**config.mk**
```make
export PLATFORM = sky130hd
export DESIGN_NAME = clk_ratio_detect
export DESIGN_NICKNAME = d
export VERILOG_FILES = /design/src/rtl/clk_ratio_detect_pkg.sv /design/src/rtl/clk_ratio_detect_bit_synchronizer.sv /design/src/rtl/clk_ratio_detect.sv
export SDC_FILE = /design/constraint.sdc
export NUM_CORES = 1
export LEC_CHECK = 0
export ABC_CLOCK_PERIOD_IN_PS = 4200
export CAP_MARGIN = 5
export CELL_PAD_IN_SITES_DETAIL_PLACEMENT = 0
export CELL_PAD_IN_SITES_GLOBAL_PLACEMENT = 1
export CORE_MARGIN = 3
export CORE_UTILIZATION = 45
export DETAILED_ROUTE_END_ITERATION = 10
export GPL_TIMING_DRIVEN = 0
export PLACE_DENSITY_LB_ADDON = 0.2
export SYNTH_ARGS = -nofsm -noshare
export SYNTH_HDL_FRONTEND = slang
export SYNTH_SLANG_ARGS = --single-unit
```
**constraint.sdc**
```tcl
create_clock -name clkin -period 4.2 [get_ports clkin]
set_clock_uncertainty 0.05 [all_clocks]
set_input_delay 1.05 -clock clkin [delete_from_list [all_inputs] [get_ports clkin]]
set_output_delay 1.05 -clock clkin [all_outputs]
set_load 0.02 [all_outputs]
```
**src/rtl/clk_ratio_detect_pkg.sv**
```systemverilog
// Shared types and default sizing for the clock-ratio detector.
package clk_ratio_pkg;

    localparam int DEFAULT_B          = 16;
    localparam int DEFAULT_LOCK_COUNT = 4;

    typedef enum logic [1:0] {
        IDLE  = 2'd0,
        FIRST = 2'd1,
        TRACK = 2'd2
    } state_e;

endpackage

```
**src/rtl/clk_ratio_detect_bit_synchronizer.sv**
```systemverilog
// Two-flop single-bit synchronizer with synchronous active-low reset.
// Only present when CLK_RATIO_DETECT_SYNC_EN is defined, the only build that uses it.
`ifdef CLK_RATIO_DETECT_SYNC_EN
module bit_synchronizer (
    input  logic clk_i,
    input  logic rst_ni,
    input  logic d_i,
    output logic q_o
);

    logic meta_q;
    logic sync_q;

    always_ff @(posedge clk_i) begin
        if (!rst_ni) begin
            meta_q <= 1'b0;
            sync_q <= 1'b0;
        end else begin
            meta_q <= d_i;
            sync_q <= meta_q;
        end
    end

    assign q_o = sync_q;

endmodule
`endif

```
**src/rtl/clk_ratio_detect.sv**
```systemverilog
// Measures period and high time of sig_in in clkin cycles, tracks lock and no-edge timeout.
// Define CLK_RATIO_DETECT_SYNC_EN to route sig_in through a two-flop synchronizer.
module clk_ratio_detect
    import clk_ratio_pkg::*;
#(
    parameter int B          = DEFAULT_B,
    parameter int LOCK_COUNT = DEFAULT_LOCK_COUNT,
    parameter int TIMEOUT    = 2**B - 1
) (
    input  logic         clkin,
    input  logic         reset,
    input  logic         sig_in,
    output logic [B-1:0] ratio,
    output logic [B-1:0] high_count,
    output logic         valid,
    output logic         locked,
    output logic         timeout
);

    localparam int            CNT_MAX_INT       = 2**B - 1;
    localparam logic [B-1:0]  CNT_MAX           = '1;
    localparam logic [B-1:0]  CNT_ONE           = B'(1);
    localparam logic [B-1:0]  TIMEOUT_CNT       = B'(TIMEOUT);
    localparam logic          TIMEOUT_REACHABLE = (TIMEOUT <= CNT_MAX_INT);
    localparam int            MW                = $clog2(LOCK_COUNT + 1);
    localparam logic [MW-1:0] MATCH_MAX         = MW'(LOCK_COUNT);
    localparam logic [MW-1:0] MATCH_ONE         = MW'(1);

    logic          sig;
    logic          sigDly_q;
    logic          rise;
    logic          timeoutHit;

    state_e        state_q, state_d;
    logic [B-1:0]  cnt_q, cnt_d;
    logic [B-1:0]  hcnt_q, hcnt_d;
    logic [B-1:0]  ratio_q, ratio_d;
    logic [B-1:0]  highCount_q, highCount_d;
    logic [MW-1:0] matchCnt_q, matchCnt_d;
    logic          valid_q, valid_d;
    logic          locked_q, locked_d;
    logic          timeout_q, timeout_d;

    logic [B-1:0]  cntInc;
    logic [B-1:0]  hcntInc;
    logic [MW-1:0] matchInc;
    logic [MW-1:0] matchNext;

`ifdef CLK_RATIO_DETECT_SYNC_EN
    bit_synchronizer u_sync (
        .clk_i  (clkin),
        .rst_ni (reset),
        .d_i    (sig_in),
        .q_o    (sig)
    );
`else
    assign sig = sig_in;
`endif

    assign rise       = sig & ~sigDly_q;
    assign timeoutHit = TIMEOUT_REACHABLE && (cnt_q >= TIMEOUT_CNT);

    // Both counters stick at all-ones so an over-long period reads as the maximum.
    assign cntInc    = (cnt_q == CNT_MAX) ? CNT_MAX : cnt_q + CNT_ONE;
    assign hcntInc   = (sig && (hcnt_q != CNT_MAX)) ? hcnt_q + CNT_ONE : hcnt_q;
    assign matchInc  = (matchCnt_q == MATCH_MAX) ? MATCH_MAX : matchCnt_q + MATCH_ONE;
    assign matchNext = (cnt_q == ratio_q) ? matchInc : MATCH_ONE;

    always_comb begin
        state_d     = state_q;
        cnt_d       = cnt_q;
        hcnt_d      = hcnt_q;
        ratio_d     = ratio_q;
        highCount_d = highCount_q;
        matchCnt_d  = matchCnt_q;
        valid_d     = 1'b0;
        locked_d    = locked_q;
        timeout_d   = timeout_q;

        case (state_q)
            IDLE: begin
                if (rise) begin
                    state_d   = FIRST;
                    cnt_d     = CNT_ONE;
                    hcnt_d    = CNT_ONE;
                    timeout_d = 1'b0;
                end
            end
            FIRST, TRACK: begin
                // A rise landing on the timeout cycle still counts as a full period.
                if (rise) begin
                    state_d     = TRACK;
                    ratio_d     = cnt_q;
                    highCount_d = hcnt_q;
                    valid_d     = 1'b1;
                    matchCnt_d  = matchNext;
                    locked_d    = (matchNext >= MATCH_MAX);
                    cnt_d       = CNT_ONE;
                    hcnt_d      = CNT_ONE;
                    timeout_d   = 1'b0;
                end else if (timeoutHit) begin
                    state_d    = IDLE;
                    timeout_d  = 1'b1;
                    locked_d   = 1'b0;
                    matchCnt_d = '0;
                    cnt_d      = '0;
                    hcnt_d     = '0;
                end else begin
                    cnt_d  = cntInc;
                    hcnt_d = hcntInc;
                end
            end
            default: begin
                state_d = IDLE;
            end
        endcase
    end

    always_ff @(posedge clkin) begin
        if (!reset) begin
            state_q     <= IDLE;
            sigDly_q    <= 1'b0;
            cnt_q       <= '0;
            hcnt_q      <= '0;
            ratio_q     <= '0;
            highCount_q <= '0;
            matchCnt_q  <= '0;
            valid_q     <= 1'b0;
            locked_q    <= 1'b0;
            timeout_q   <= 1'b0;
        end else begin
            state_q     <= state_d;
            sigDly_q    <= sig;
            cnt_q       <= cnt_d;
            hcnt_q      <= hcnt_d;
            ratio_q     <= ratio_d;
            highCount_q <= highCount_d;
            matchCnt_q  <= matchCnt_d;
            valid_q     <= valid_d;
            locked_q    <= locked_d;
            timeout_q   <= timeout_d;
        end
    end

    assign ratio      = ratio_q;
    assign high_count = highCount_q;
    assign valid      = valid_q;
    assign locked     = locked_q;
    assign timeout    = timeout_q;

endmodule

```
==> reports/results.txt <==
Final Hold Viols = 0
Largest net degree at the start of global routing = 12
CTS Hold Bufs = 0
Vias in the first global route = 2795
Sequential Area = 1440 um^2
Synth top area share = 0.417
Reg clk slew, reported paths = 0.07 ns
Worst hold path class = reg2reg
Worst EP required = 4.42 ns
Slew headroom = 0.423
Clock root buffer = clkbuf_8
Worst path bufs/invs = 1
Data arrival time of the worst path = 3.06 ns
EDFF count, synth = 0
HPWL after DPL = 5890 um
Dominant synthesized flop cell = dfxtp_1
Sink Count = 72
CTS max path bufs = 2
Maximum fanout along the worst path = 9
Syn_nets = 422
Worst hold margin = 0.413 ns
Cells after Synth = 412
Post_cts resized = 0
Setup CP Type = in2reg
Routed vias = 2954
Critical Path Source Type = primary input
DRT iter0 DRCs = 180
Fin nets = 470
DR pass1 iterations = 4
Die height = 93.7 um
Post-synth top cells = 86 x nand2_1, 72 x dfxtp_1, 33 x a21boi_0
ANT cells = 0
Max IR drop VDD = 0.000287 V
Starting density of the core = 0.469
GRT overflow = 0
Number of synthesized register bits = 72
Setup_tns = 0 ns
Max-cap violations = 0
Num rows = 31
CTS tree = yes
Final std cells w/o fill = 564
Hold depth = 2
Worst Max-Slew Pin Slew = 0.858 ns
Core area = 7370 um^2
Yosys top cell by area = dfxtp_1
Mapped Avg Cell Area = 8.39 um^2
Sequential-to-total area share from yosys stat = 0.417
Share of cells above drive strength 1 = 0.0667
CP top delay family = simple AND/OR/NAND/NOR gates
Footprint of the multi-input gates = 1890 um^2
Cell with the most instances after synthesis = nand2_1
Die X = 93.7 um
First-pass GRT wire length = 13800 um
Period minus WS final = 2.84 ns
Critical path depth in cells = 6
GP Congestion = 0.776
Largest cells by area after synthesis = dfxtp_1 42%, nand2_1 9.3%, a21boi_0 7.2%
Cell area after synthesis = 3460 um^2
Remaining antenna violation count = 0
RSZ-0062 raised after global routing = false
GRT Total Usage = 0.200
IO Count = 38
TritonCTS Buffers = 9
Critical path's largest stage delay = 0.80 ns
Max Clk Rate = 0.352 GHz
Max-slew violation count = 0
Clk Latency, worst-skew pair = 0.34 ns
Cells after DPL = 548
Fill count = 715
Die area = 8770 um^2
Critical-path cell list = clkdlybuf4s50_1 -> nand2b_4 -> nand3_1 -> nor4_2 -> a41oi_1 -> a31oi_1
Status = finished, final reports clean
Setup bufs post-CTS = 0
# DRC = 0
CP endpoint kind = flip-flop
Yosys warnings = 0
Clock H-tree levels = 3
Fin crit share = 0.677
Async set-reset flop share out of synthesis = 0
Avg WL per Cell = 14.4 um
Vias/cell = 5.24
WL final = 8130 um
Area grow syn2layout = 20.2%
Count of cell types in the netlist = 53
Leakage = 1.58 nW
# port buffers = 36
Pwr dens = 392 nW/um^2
Final setup viols = 0
R2r worst-path depth = 7
Slowest cell on the critical path = nor4_2
Number of antenna violations at the first check in global routing = 0
==> flip-flops by register name, indices dropped and copies added (netlist names) <==
| register | flops |
|---|---|
| ratio | 16 |
| valid | 1 |
| matchCnt_q | 3 |
| state_q | 2 |
| sigDly_q | 1 |
| high_count | 16 |
| cnt_q | 16 |
| hcnt_q | 16 |
| timeout | 1 |
==> cell families after synthesis <==
| group | Yosys count | share of synthesized area |
|---|---|---|
| fa+ha+maj | 7 | 0.0253 |
| buf+inv | 32 | 0.0380 |
| xor+xnor | 31 | 0.0785 |
| compound gates | 77 | 0.167 |
| mux | 1 | 0.00289 |
| flops | 72 | 0.417 |
| simple gates | 192 | 0.271 |
==> cells in the final DEF, fill, tap and decap left out, types with 5 or more instances in the layout <==
| cell type | instances |
|---|---|
| nand4_1 | 11 |
| nor2_1 | 31 |
| inv_1 | 10 |
| xor2_1 | 26 |
| xnor2_1 | 5 |
| buf_2 | 5 |
| a21boi_0 | 33 |
| a31oi_1 | 5 |
| clkbuf_8 | 11 |
| and2_1 | 6 |
| a21oi_1 | 9 |
| ha_1 | 7 |
| nand2_1 | 86 |
| clkdlybuf4s50_1 | 36 |
| and3_1 | 9 |
| nor4_1 | 7 |
| dfxtp_1 | 72 |
| clkbuf_1 | 16 |
| o21ai_0 | 6 |
| nand3_1 | 16 |
==> through the flow <==
stage / util / instance area (um^2) / setup slack [ns] / power, mW
4_1_cts: 0.563 / 4150 / 1.03 / 1.64
5_1_grt: 0.564 / 4160 / 1.16 / 1.73
3_5_place_dp: 0.536 / 3950 / 0.673 / 1.09
3_3_place_gp: 0.535 / 3940 / 0.637 / 1.08
6_report: 0.564 / 4160 / 1.36 / 1.63
2_1_floorplan: - / 3460 / 1.66 / 0.984
==> final timing paths <==
check / slack (ns) / from / to
max reg2reg: 1.78 / hcnt_q[0] / hcnt_q[15]
max: 1.36 / sig_in / hcnt_q[5]
min: 0.41 / high_count[7] / high_count[7]
min reg2reg: 0.41 / high_count[7] / high_count[7]
==> routing by layer <==
layer / up-vias / track usage / wire (um)
met5: - / 0 / 0
met4: 0 / 0.0554 / 77
met3: 7 / 0.0497 / 317
met2: 52 / 0.280 / 3330
met1: 1370 / 0.303 / 4400
li1: 1525 / - / -
==> cell type report <==
cell class              count  share of cell area
plain buffers              22              0.0226
well taps                  99              0.0298
repair buffers             37              0.0891
clock inverters             3             0.00963
multi-input cells         308               0.455
flip-flops and latches     72               0.347
inverters                  10             0.00903
clock buffers              13              0.0382
==> report_power, final <==
group | internal [mW] | switching, mW
combinational | 0.105 | 0.245
clock | 0.305 | 0.244
sequential | 0.705 | 0.0258
==> worst min-delay path, stage by stage (launching register included) <==
cell,delay (ns)
dfxtp_1,0.31
nand2_1,0.04
a21boi_0,0.06
Power figures use the tool's default switching activity.
